===== config.mk =====
export PLATFORM = sky130hd
export DESIGN_NAME = sequential_signed_multiplier_flat
export DESIGN_NICKNAME = d
export VERILOG_FILES = /design/src/rtl/sequential_signed_multiplier_if.sv /design/src/rtl/sequential_signed_multiplier.sv /design/src/flat_wrapper.sv
export SDC_FILE = /design/constraint.sdc
export NUM_CORES = 1
export LEC_CHECK = 0
export BUFFER_PORTS_ARGS = -buffer_cell sky130_fd_sc_hd__clkbuf_2
export CORE_UTILIZATION = 55
export DETAILED_ROUTE_END_ITERATION = 12
export MAX_ROUTING_LAYER = met4
export PLACE_DENSITY_LB_ADDON = 0.12
export RECOVER_POWER = 25
export SYNTH_ARGS = -nofsm -noshare
export SYNTH_HDL_FRONTEND = slang
export SYNTH_SLANG_ARGS = --single-unit
export TNS_END_PERCENT = 50

===== constraint.sdc =====
create_clock -name clk -period 4 [get_ports clk]
set_input_delay 0.8 -clock clk [delete_from_list [all_inputs] [get_ports clk]]
set_output_delay 0.8 -clock clk [all_outputs]
set_load 0.05 [all_outputs]

===== src/rtl/sequential_signed_multiplier_if.sv =====
// sequential_signed_multiplier_if: request/response bundle for the sequential multiplier
interface sequential_signed_multiplier_if #(parameter int WORD_LENGTH = 16);
   logic                     Start;
   logic                     Signed_Mode;
   logic [WORD_LENGTH-1:0]   Multiplicand;
   logic [WORD_LENGTH-1:0]   Multiplier;
   logic                     busy;
   logic                     ready;
   logic [2*WORD_LENGTH-1:0] Product;
   modport master (output Start, Signed_Mode, Multiplicand, Multiplier, input busy, ready, Product);
   modport slave (input Start, Signed_Mode, Multiplicand, Multiplier, output busy, ready, Product);
endinterface


===== src/rtl/sequential_signed_multiplier.sv =====
// sequential_signed_multiplier: shift-add multiplier, one multiplier bit per clock, unsigned or two's complement
module sequential_signed_multiplier #(
   parameter int WORD_LENGTH = 16
) (
   input logic clk,
   input logic reset,
   sequential_signed_multiplier_if.slave io
);
   localparam int W  = WORD_LENGTH;
   localparam int CW = $clog2(W);
   localparam logic [CW-1:0] LAST = CW'(W - 1);
   typedef enum logic {IDLE, BUSY} state_t;
   state_t state_q, state_d;
   logic [CW-1:0] cnt_q, cnt_d;
   logic [W-1:0] mcand_q, mcand_d, mplier_q, mplier_d;
   logic signed_q, signed_d;
   logic [2*W:0] acc_q, acc_d;
   logic [2*W-1:0] product_q, product_d;
   logic ready_q, ready_d;
   logic [W:0] ext, addend, sum;
   logic [2*W:0] shifted;
   // Next state: latch request in IDLE, one add/subtract-and-shift per cycle in BUSY
   always_comb begin
      state_d   = state_q;
      cnt_d     = cnt_q;
      mcand_d   = mcand_q;
      mplier_d  = mplier_q;
      signed_d  = signed_q;
      acc_d     = acc_q;
      product_d = product_q;
      ready_d   = 1'b0;
      ext       = signed_q ? {mcand_q[W-1], mcand_q} : {1'b0, mcand_q};
      addend    = mplier_q[0] ? ((signed_q && cnt_q == LAST) ? -ext : ext) : '0;
      sum       = acc_q[2*W:W] + addend;
      shifted   = {signed_q ? sum[W] : 1'b0, sum, acc_q[W-1:1]};
      if (state_q == IDLE) begin
         if (io.Start) begin
            state_d  = BUSY;
            cnt_d    = '0;
            acc_d    = '0;
            mcand_d  = io.Multiplicand;
            mplier_d = io.Multiplier;
            signed_d = io.Signed_Mode;
         end
      end else begin
         acc_d    = shifted;
         mplier_d = mplier_q >> 1;
         cnt_d    = cnt_q + 1'b1;
         if (cnt_q == LAST) begin
            product_d = shifted[2*W-1:0];
            ready_d   = 1'b1;
            state_d   = IDLE;
            cnt_d     = '0;
         end
      end
   end
   // State registers; reset aborts any operation and clears the result
   always_ff @(posedge clk) begin
      if (reset) begin
         state_q   <= IDLE;
         cnt_q     <= '0;
         mcand_q   <= '0;
         mplier_q  <= '0;
         signed_q  <= 1'b0;
         acc_q     <= '0;
         product_q <= '0;
         ready_q   <= 1'b0;
      end else begin
         state_q   <= state_d;
         cnt_q     <= cnt_d;
         mcand_q   <= mcand_d;
         mplier_q  <= mplier_d;
         signed_q  <= signed_d;
         acc_q     <= acc_d;
         product_q <= product_d;
         ready_q   <= ready_d;
      end
   end
   assign io.busy    = state_q == BUSY;
   assign io.ready   = ready_q;
   assign io.Product = product_q;
endmodule


===== src/flat_wrapper.sv =====
// flat-port wrapper written by rule: the top's interface ports become plain ports
module sequential_signed_multiplier_flat 
#(
   parameter int WORD_LENGTH = 16
)
  (clk, reset, io_Start, io_Signed_Mode, io_Multiplicand, io_Multiplier, io_busy, io_ready, io_Product);
  sequential_signed_multiplier_if #(.WORD_LENGTH(WORD_LENGTH)) io_i ();
  input logic clk;
  input logic reset;
  input wire logic [$bits(io_i.Start)-1:0] io_Start;
  input wire logic [$bits(io_i.Signed_Mode)-1:0] io_Signed_Mode;
  input wire logic [$bits(io_i.Multiplicand)-1:0] io_Multiplicand;
  input wire logic [$bits(io_i.Multiplier)-1:0] io_Multiplier;
  output wire logic [$bits(io_i.busy)-1:0] io_busy;
  output wire logic [$bits(io_i.ready)-1:0] io_ready;
  output wire logic [$bits(io_i.Product)-1:0] io_Product;
  assign io_i.Start = io_Start;
  assign io_i.Signed_Mode = io_Signed_Mode;
  assign io_i.Multiplicand = io_Multiplicand;
  assign io_i.Multiplier = io_Multiplier;
  assign io_busy = io_i.busy;
  assign io_ready = io_i.ready;
  assign io_Product = io_i.Product;
  sequential_signed_multiplier #(.WORD_LENGTH(WORD_LENGTH)) u_core (.clk(clk), .reset(reset), .io(io_i));
endmodule

==> results of run 1 <==
[critical path, cell delays in order, from the launching register on]
cell	delay (ns)
dfxtp_1	0.41
ha_1	0.23
and3_1	0.27
nand2_1	0.26
or3_1	0.41
a21boi_0	0.21
ha_1	0.32
and3_1	0.21
a221oi_2	0.36
o31a_1	0.28
o21ai_1	0.16
xnor2_1	0.27
a21oi_1	0.10
[worst paths after layout]
kind                                                        start                                 end  slack [ns]  depth (start not counted)
worst max-delay path                 u_core.cnt_q[0]$_SDFFE_PP0P_  u_core.io.Product[31]$_SDFFE_PP0P_        0.40                         12
worst min-delay path            u_core.io.Product[5]$_SDFFE_PP0P_   u_core.io.Product[5]$_SDFFE_PP0P_        0.46                          2
worst max register to register       u_core.cnt_q[0]$_SDFFE_PP0P_  u_core.io.Product[31]$_SDFFE_PP0P_        0.40                         12
worst min register to register  u_core.io.Product[5]$_SDFFE_PP0P_   u_core.io.Product[5]$_SDFFE_PP0P_        0.46                          2
[final cells by class]
class / count / area [um2] / share of cell area [%]
Multi-Input combinational cell: 499 / 2885 / 50.95
Sequential cell: 103 / 2062 / 36.41
Timing Repair Buffer: 75 / 359.1 / 6.341
Tap cell: 108 / 135.1 / 2.386
Clock buffer: 9 / 123.9 / 2.187
Clock inverter: 7 / 75.07 / 1.326
Inverter: 6 / 22.52 / 0.3977
[metal layers]
layer / track usage [%] / share of wire (%) / vias to the layer above
li1: - / - / 2337
met1: 28.77 / 44 / 2151
met2: 44.58 / 50 / 101
met3: 4.184 / 4.4 / 18
met4: 9.185 / 1.8 / 0
met5: - / 0 / -
[cells in the final DEF (no fill, tap or decap), types with 4 or more instances in the layout]
cell type,Yosys,routed
a21oi_1,106,106
nand4_1,5,5
nor3b_1,28,28
and2_1,13,13
o21ai_0,13,13
dfxtp_1,103,103
o31ai_1,4,4
nor2_1,76,76
a21o_1,5,5
nand2_1,105,105
mux2i_1,16,16
nor3_1,6,6
nand3_1,15,15
buf_4,0,5
xor2_1,10,10
a31oi_1,6,6
or3_1,7,7
ha_1,18,18
o21a_1,4,4
inv_1,6,6
xnor2_1,11,11
clkbuf_1,40,23
clkbuf_2,0,46
clkbuf_8,0,9
nand3b_1,4,4
[sequential cells by signal, indices dropped and copies added, names as in the netlist]
| name | cells |
|---|---|
| u_core.acc_q | 32 |
| u_core.io.Product | 32 |
| u_core.mcand_q | 16 |
| u_core.mplier_q | 16 |
| u_core.cnt_q | 4 |
| u_core.io.busy | 1 |
| u_core.io.ready | 1 |
| u_core.signed_q | 1 |
[kinds of logic (layout without fill, tap and decap cells)]
kind of cell	Yosys count	after routing
DFF	103	103
AOI/OAI and AO/OA	162	162
buffers and inverters	51	97
adders and majority gates	19	19
muxes	16	16
and+or+nand+nor	281	281
xor gates and xnor gates	21	21
[report_power, final]
| group | switching [mW] | leakage, nW | internal (mW) |
|---|---|---|---|
| Sequential | 0.0270 | 0.835 | 1.05 |
| Combinational | 0.102 | 1.36 | 0.0591 |
| Clock | 0.402 | 0.102 | 0.247 |
==> results_dict.tcl, run 1 <==
set metrics [dict create \
    critPathCaptureType "flop" \
    grt_pass1_vias 4359 \
    finalHoldViolations 0 \
    antenna_found_initial 0 \
    power_mw 1.884 \
    cts_setup_buffers 0 \
    clock_latency_ns 0.37 \
    cts-root-buf "clkbuf_8" \
    clock_path_buffers 2 \
    critPathKind "reg2reg" \
    die_x_um 98.66 \
    h-tree-depth 3 \
    final_util_pct 63.69 \
    final_max_slew_viol_count 81 \
    place_inst 791 \
    max_slew_margin_pct -0.9896 \
    dieArea_mm2 0.009734 \
    total_leakage_power_nw 2.301 \
    grt_start_max_net_pins 81 \
    netlist_area_mm2 0.005139 \
    avgRoutedWirePerCell_um 14.35 \
    layout.cells.non_filler 807 \
    timing.final.crit_share_pct 90.00 \
    path_clk_slew_ns 0.11 \
    ys_ff_latch 103 \
    cts_resized 0 \
    finalWorstSetupSlack_ns 0.3998 \
    die_h_um 98.66 \
    pre_cts_ws_ns 0.4630 \
    synth-xor-area-share_pct 3.579 \
    synth-adder-area-share_pct 4.772 \
    drt_iter0_markers 176 \
    cap_viol_max_count 1 \
    io_buffers 69 \
    drive_gt1_share_pct 10.87 \
    routed_wirelength_um 11580 \
    setup.worst_path.start_class "flop" \
    cp_max_fo 12 \
    ir_drop_uv 222.8 \
    yosys-top-cells-count "106 x a21oi_1, 105 x nand2_1, 103 x dfxtp_1" \
    core_mm2 0.008891 \
    synth_top_family_by_area "simple AND/OR/NAND/NOR gates" \
    drtAntennaViolNets 0 \
    seq_area_frac_synth_pct 40.13 \
    start_util_pct 57.80 \
    synthMuxAreaShare_pct 3.117 \
    synth_most_common_cell "a21oi_1" \
    n_antenna_cell 0 \
    synth_nets 708 \
    yosys.area_share.simple_pct 26.42 \
    yosys-top-cells-area "dfxtp_1 40%, a21oi_1 10%, nand2_1 7.7%" \
    synth_edf_count 0 \
    synth_compound_area_share_pct 18.26 \
    async_reset_ff_share_pct 0 \
    std_cell_rows 34 \
    viasPerCell 5.709 \
    cts_tree "done" \
    gp_congestion 0.9099 \
    rsz0062_at_grt "no" \
    worstMarginPinSlew_ns 1.515 \
    grt_overflow_total 0 \
    firstDrtPassIters 4 \
    worstPathRequired_ns 4.26 \
    grt_pass1_wl_um 19420 \
    ctsHoldBuffers 0 \
    vias 4607 \
    synth_ff_type "dfxtp_1" \
    status "complete, but fails checks" \
    syn_inst 653 \
    max_freq_ghz 0.2778 \
    tns_ns 0 \
    syn_to_final_growth_pct 10.20 \
    setup_viol 0 \
    power_density_mw_per_mm2 332.8 \
    cts.sinks 103 \
    violations "max-capacitance violations, max-slew violations" \
    route.detailed.drc 0 \
    hpwl_um 7889 \
    nets 749 \
    yosysWarnings 0 \
    place_area_mm2 0.005497 \
    timing.hold.ws_ns 0.4587 \
    synth_cell_type_count 52 \
    nFillCells 828 \
    synth_top_area_cell "dfxtp_1" \
    synth_top_area_share_pct 40.13 \
    io_pins 70 \
    hold_class "reg2reg" \
    arrival_ns 3.86 \
    numCtsBuffers 9 \
    skew_ns 0.01255 \
    final_area_mm2 0.005663 \
    min_period_ns 3.600 \
    synth_area_per_cell_um2 7.869 \
    grt_use_total_pct 25.24 \
]
Note: power is estimated with default switching activity, not from simulation.
==> inputs of run 2 (changes only) <==
Clock period 4 ns to 3.7 ns, I/O delays scaled along.
==> results_dict.tcl, run 2 (same netlist as run 1, synthesis figures left out) <==
set metrics [dict create \
    worstPathCellList "ha_1, and3_1, nand2_2, or3_1, a21boi_0, ha_1, and3_1, a221oi_4, o31a_1, o21ai_1, xnor2_1, a21oi_1" \
    grt_pass1_vias 4390 \
    timing.hold.ws_ns 0.4590 \
    viasPerCell 5.750 \
    drive_gt1_share_pct 10.86 \
    path_buf_inv 0 \
    max_freq_ghz 0.2894 \
    busiest_layer "met2" \
    numCtsBuffers 9 \
    met1_usage_pct 30.35 \
    n_antenna_cell 0 \
    start_util_pct 57.80 \
    cap_viol_max_count 1 \
    grtUsageMet2_pct 43.82 \
    total_leakage_power_nw 2.303 \
    violations "max-capacitance violations, max-slew violations" \
    cts_setup_buffers 0 \
    most-common-layout-cells "106 x a21oi_1, 104 x nand2_1, 103 x dfxtp_1" \
    grt_overflow_total 0 \
    syn_to_final_growth_pct 10.37 \
    avgRoutedWirePerCell_um 14.12 \
    gp_congestion 0.9046 \
    setup.worst_path.start_class "flop" \
    hold_class "reg2reg" \
    final_max_slew_viol_count 89 \
    firstDrtPassIters 4 \
    hpwl_um 7810 \
    cp_top_family "simple AND/OR/NAND/NOR gates" \
    layout_commonest_cell "a21oi_1" \
    drtAntennaViolNets 0 \
    grt_use_total_pct 25.88 \
    timing.final.crit_share_pct 93.38 \
    dieArea_mm2 0.009734 \
    drt_iter0_markers 170 \
    worstPathRequired_ns 3.96 \
    die_h_um 98.66 \
    skew_ns 0.01083 \
    clock_latency_ns 0.38 \
    cts-root-buf "clkbuf_8" \
    io_buffers 69 \
    route.detailed.drc 0 \
    critPathKind "reg2reg" \
    std_cell_rows 34 \
    die_x_um 98.66 \
    arrival_ns 3.72 \
    tns_ns 0 \
    max_slew_margin_pct -3.645 \
    routed_wirelength_um 11410 \
    ir_drop_uv 233.5 \
    path_clk_slew_ns 0.10 \
    status "complete, but fails checks" \
    ctsHoldBuffers 0 \
    worstMarginPinSlew_ns 1.555 \
    cpMaxStageDelayCell "dfxtp_1" \
    rsz0062_at_grt "no" \
    grt_start_max_net_pins 89 \
    vias 4646 \
    cts.sinks 103 \
    core_mm2 0.008891 \
    min_period_ns 3.455 \
    critPathCaptureType "flop" \
    use_met3_pct 3.972 \
    cts_tree "done" \
    cts_resized 0 \
    power_mw 2.004 \
    max_stage_delay_ns 0.41 \
    nets 750 \
    cp_max_fo 12 \
    h-tree-depth 3 \
    clock_path_buffers 2 \
    finalHoldViolations 0 \
    antenna_found_initial 0 \
    setup_viol 0 \
    io_pins 70 \
    power_density_mw_per_mm2 353.4 \
    grt_pass1_wl_um 19830 \
]
## run 2: through the flow
| stage | area [um2] | cells | utilization (%) | setup slack [ns] |
|---|---|---|---|---|
| after detailed placement | 5504 | 792 | 61.91 | 0.1809 |
| after global placement | 5504 | 792 | 61.91 | 0.3210 |
| after global routing | 5672 | 808 | 63.79 | 0.02433 |
| final | 5672 | 808 | 63.79 | 0.2449 |
| after CTS | 5683 | 808 | 63.92 | 0.1321 |
| after floorplan | 5139 | 653 | - | 0.4296 |
## run 2: path summary, 6_finish.rpt
kind | slack, ns | start | depth (start not counted) | endpoint
worst max register to register | 0.24 | u_core.cnt_q[0]$_SDFFE_PP0P_ | 12 | u_core.io.Product[31]$_SDFFE_PP0P_
worst min-delay path | 0.46 | u_core.io.Product[25]$_SDFFE_PP0P_ | 2 | u_core.io.Product[25]$_SDFFE_PP0P_
worst min register to register | 0.46 | u_core.io.Product[25]$_SDFFE_PP0P_ | 2 | u_core.io.Product[25]$_SDFFE_PP0P_
worst max-delay path | 0.24 | u_core.cnt_q[0]$_SDFFE_PP0P_ | 12 | u_core.io.Product[31]$_SDFFE_PP0P_
## run 2: where the power goes
| group | switching, mW | internal (mW) |
|---|---|---|
| clock | 0.412 | 0.256 |
| sequential | 0.0290 | 1.13 |
| combinational | 0.110 | 0.0655 |
## run 2: routing by layer
metal  routed length (um)  vias up  share of wire [%]
li1                     -     2357                  -
met1                 5172     2164                 45
met2                 5453      105                 48
met3                  493       20                4.3
met4                  286        0                2.5
met5                    0        -                  0
## run 2: layout make-up
| type | count | area, um2 |
|---|---|---|
| Tap cell | 108 | 135.1 |
| Clock buffer | 10 | 127.6 |
| Inverter | 6 | 22.52 |
| Clock inverter | 6 | 51.30 |
| Fill cell | 815 | 3219 |
| Sequential cell | 103 | 2062 |
| Multi-Input combinational cell | 499 | 2908 |
| Timing Repair Buffer | 76 | 365.4 |
## run 2: tightest hold or removal path: stages, from the launching register on
cell and delay [ns]:
dfxtp_1 0.32, nand2_1 0.05, a21oi_1 0.05
==> inputs of run 3 (changes only) <==
Settings changed: ABC_AREA from default to 1.
==> results_dict.tcl, run 3 <==
set metrics [dict create \
    status "complete, but fails checks" \
    violations "design-rule violations" \
    setup_viol 0 \
    dieArea_mm2 0.009559 \
    cts-root-buf "clkbuf_8" \
    synth_area_per_cell_um2 7.207 \
    p_sw_share_pct 27.60 \
    arrival_ns 3.21 \
    nets 811 \
    synth_ff_type "dfxtp_1" \
    finalWorstSetupSlack_ns 0.8154 \
    p_seq_share_pct 55.5 \
    final_util_pct 64.02 \
    min-delay-start "u_core.io.Product[18]$_SDFFE_PP0P_" \
    min_to "u_core.io.Product[18]$_SDFFE_PP0P_" \
    worstPathRequired_ns 4.03 \
    layout_commonest_cell "nand2_1" \
    final_max_slew_viol_count 0 \
    p_int_mw 1.529 \
    synth_cell_type_count 42 \
    switching_power_mw 0.5829 \
    grt_pass1_vias 4211 \
    routed_wirelength_um 11250 \
    firstDrtPassIters 9 \
    antenna_found_initial 0 \
    syn_to_final_growth_pct 11.76 \
    timing.hold.ws_ns 0.4612 \
    synth_most_common_cell "nand2_1" \
    io_buffers 69 \
    cts_tree "done" \
    ys_ff_latch 103 \
    hpwl_um 8316 \
    grt_start_max_net_pins 34 \
    hold_class "reg2reg" \
    most-common-layout-cells "198 x nand2_1, 103 x dfxtp_1, 75 x a21oi_1" \
    pwr-share-comb_pct 9.0 \
    h-tree-depth 3 \
    grt_use_total_pct 25.17 \
    cp_max_fo 10 \
    timing.rr.end "u_core.io.Product[24]$_SDFFE_PP0P_" \
    min_period_ns 2.885 \
    power_frac_clock_pct 35.5 \
    layout.cells.non_filler 869 \
    ir_drop_uv 216.0 \
    drtAntennaViolNets 0 \
    reg2reg_depth 18 \
    syn_inst 700 \
    synthMuxAreaShare_pct 0 \
    hold_depth 2 \
    synth_top_area_share_pct 40.87 \
    synth-xor-area-share_pct 1.190 \
    final_area_mm2 0.005638 \
    synth_nets 755 \
    yosys-top-cells-area "dfxtp_1 41%, nand2_1 15%, a21oi_1 7.4%" \
    numCtsBuffers 9 \
    netlist_area_mm2 0.005045 \
    drive_gt1_share_pct 16.03 \
    tns_ns 0 \
    timing.final.crit_share_pct 77.96 \
    n_antenna_cell 0 \
    clock_latency_ns 0.37 \
    r2r_start "u_core.cnt_q[0]$_SDFFE_PP0P_" \
    die_h_um 97.77 \
    finalHoldViolations 0 \
    place_area_mm2 0.005459 \
    synth_top_area_cell "dfxtp_1" \
    worstMarginPinSlew_ns 1.148 \
    power_density_mw_per_mm2 374.7 \
    pre_cts_ws_ns 0.8782 \
    cts_resized 0 \
    power_mw 2.112 \
    cts.sinks 103 \
    yosys-top-cells-count "198 x nand2_1, 103 x dfxtp_1, 75 x a21oi_1" \
    vias 4596 \
    drt_iter0_markers 227 \
    synth_top_family_by_area "simple AND/OR/NAND/NOR gates" \
    total_leakage_power_nw 2.640 \
    r2r_slack_ns 0.82 \
    grt_pass1_wl_um 19060 \
    path_clk_slew_ns 0.11 \
    viasPerCell 5.289 \
    synth_edf_count 0 \
    die_x_um 97.77 \
    io_pins 70 \
    route.detailed.drc 8 \
    grt_overflow_total 0 \
    gp_congestion 0.9034 \
    critPathKind "reg2reg" \
    avgRoutedWirePerCell_um 12.95 \
    core_mm2 0.008806 \
    cts_setup_buffers 0 \
    max_freq_ghz 0.3467 \
    yosysWarnings 0 \
    std_cell_rows 34 \
    place_inst 853 \
    synth_compound_area_share_pct 18.75 \
    seq_area_frac_synth_pct 40.87 \
    max_slew_margin_pct 23.37 \
    skew_ns 0.01271 \
    clock_path_buffers 2 \
    async_reset_ff_share_pct 0 \
    ctsHoldBuffers 0 \
    cap_viol_max_count 0 \
    synth-adder-area-share_pct 4.861 \
    start_util_pct 57.29 \
    setup.worst_path.start_class "flop" \
    yosys.area_share.simple_pct 26.84 \
    critPathCaptureType "flop" \
    rsz0062_at_grt "no" \
]
-- run 3: cell types whose count changed after synthesis, sizes merged, moves of 12 or more --
cell | previous run | this run
nand2 | 105 | 205
nor3b | 28 | 0
and2 | 13 | 0
nor2 | 76 | 52
a21oi | 107 | 85
inv | 6 | 66
o21ai | 15 | 45
nand3 | 15 | 39
o31ai | 5 | 17
clkbuf | 40 | 18
mux2i | 16 | 0
-- run 3: worst max path at each step --
stage	from	depth (start not counted)	end
finish	u_core.cnt_q[0]$_SDFFE_PP0P_	18	u_core.io.Product[24]$_SDFFE_PP0P_
detailed placement	u_core.cnt_q[0]$_SDFFE_PP0P_	20	u_core.io.Product[26]$_SDFFE_PP0P_
floorplan	u_core.cnt_q[0]$_SDFFE_PP0P_	17	u_core.io.Product[27]$_SDFFE_PP0P_
global route	u_core.cnt_q[0]$_SDFFE_PP0P_	19	u_core.acc_q[30]$_SDFFE_PP0P_
CTS	u_core.cnt_q[0]$_SDFFE_PP0P_	20	u_core.io.Product[26]$_SDFFE_PP0P_
global placement	u_core.cnt_q[0]$_SDFFE_PP0P_	18	u_core.io.Product[24]$_SDFFE_PP0P_
-- run 3: kinds of logic after synthesis --
group,after synthesis
flops,103
compound gates,163
simple gates,312
fa+ha+maj,19
xor+xnor,6
buf+inv,97
-- run 3: layout make-up --
class,count,area (um2)
clock buffer,9,123.9
fill,826,3168
multi-input combinational,500,2605
clock inverter,7,83.83
sequential,103,2062
tap,108,135.1
timing repair buffer,76,380.4
inverter,66,247.7
-- run 3: critical path, stage by stage (launching register included) --
cell,delay (ns)
dfxtp_1,0.39
ha_1,0.23
nand3_4,0.12
nor2_8,0.17
inv_2,0.09
nor2_1,0.12
o21ai_0,0.08
a21oi_1,0.24
ha_1,0.32
a21oi_1,0.14
nand2_1,0.09
nand2_1,0.08
nand2_2,0.09
a21oi_1,0.17
or2_1,0.12
nand3_1,0.11
nor2_1,0.19
a21oi_2,0.04
inv_1,0.05
-- run 3: routing by layer --
metal  part of all wire [%]  global-route usage (%)
met4                    1.6                   7.925
met3                    3.7                   3.508
met2                     45                   40.26
met1                     50                   33.09
met5                      0                       -
-- run 3: power by group through the flow --
stage	sequential, mW	combinational, mW	clock [mW]
global placement	1.20	0.189	0
global route	1.18	0.217	0.801
floorplan	1.18	0.143	0
CTS	1.17	0.194	0.767
detailed placement	1.20	0.193	0
finish	1.17	0.191	0.749
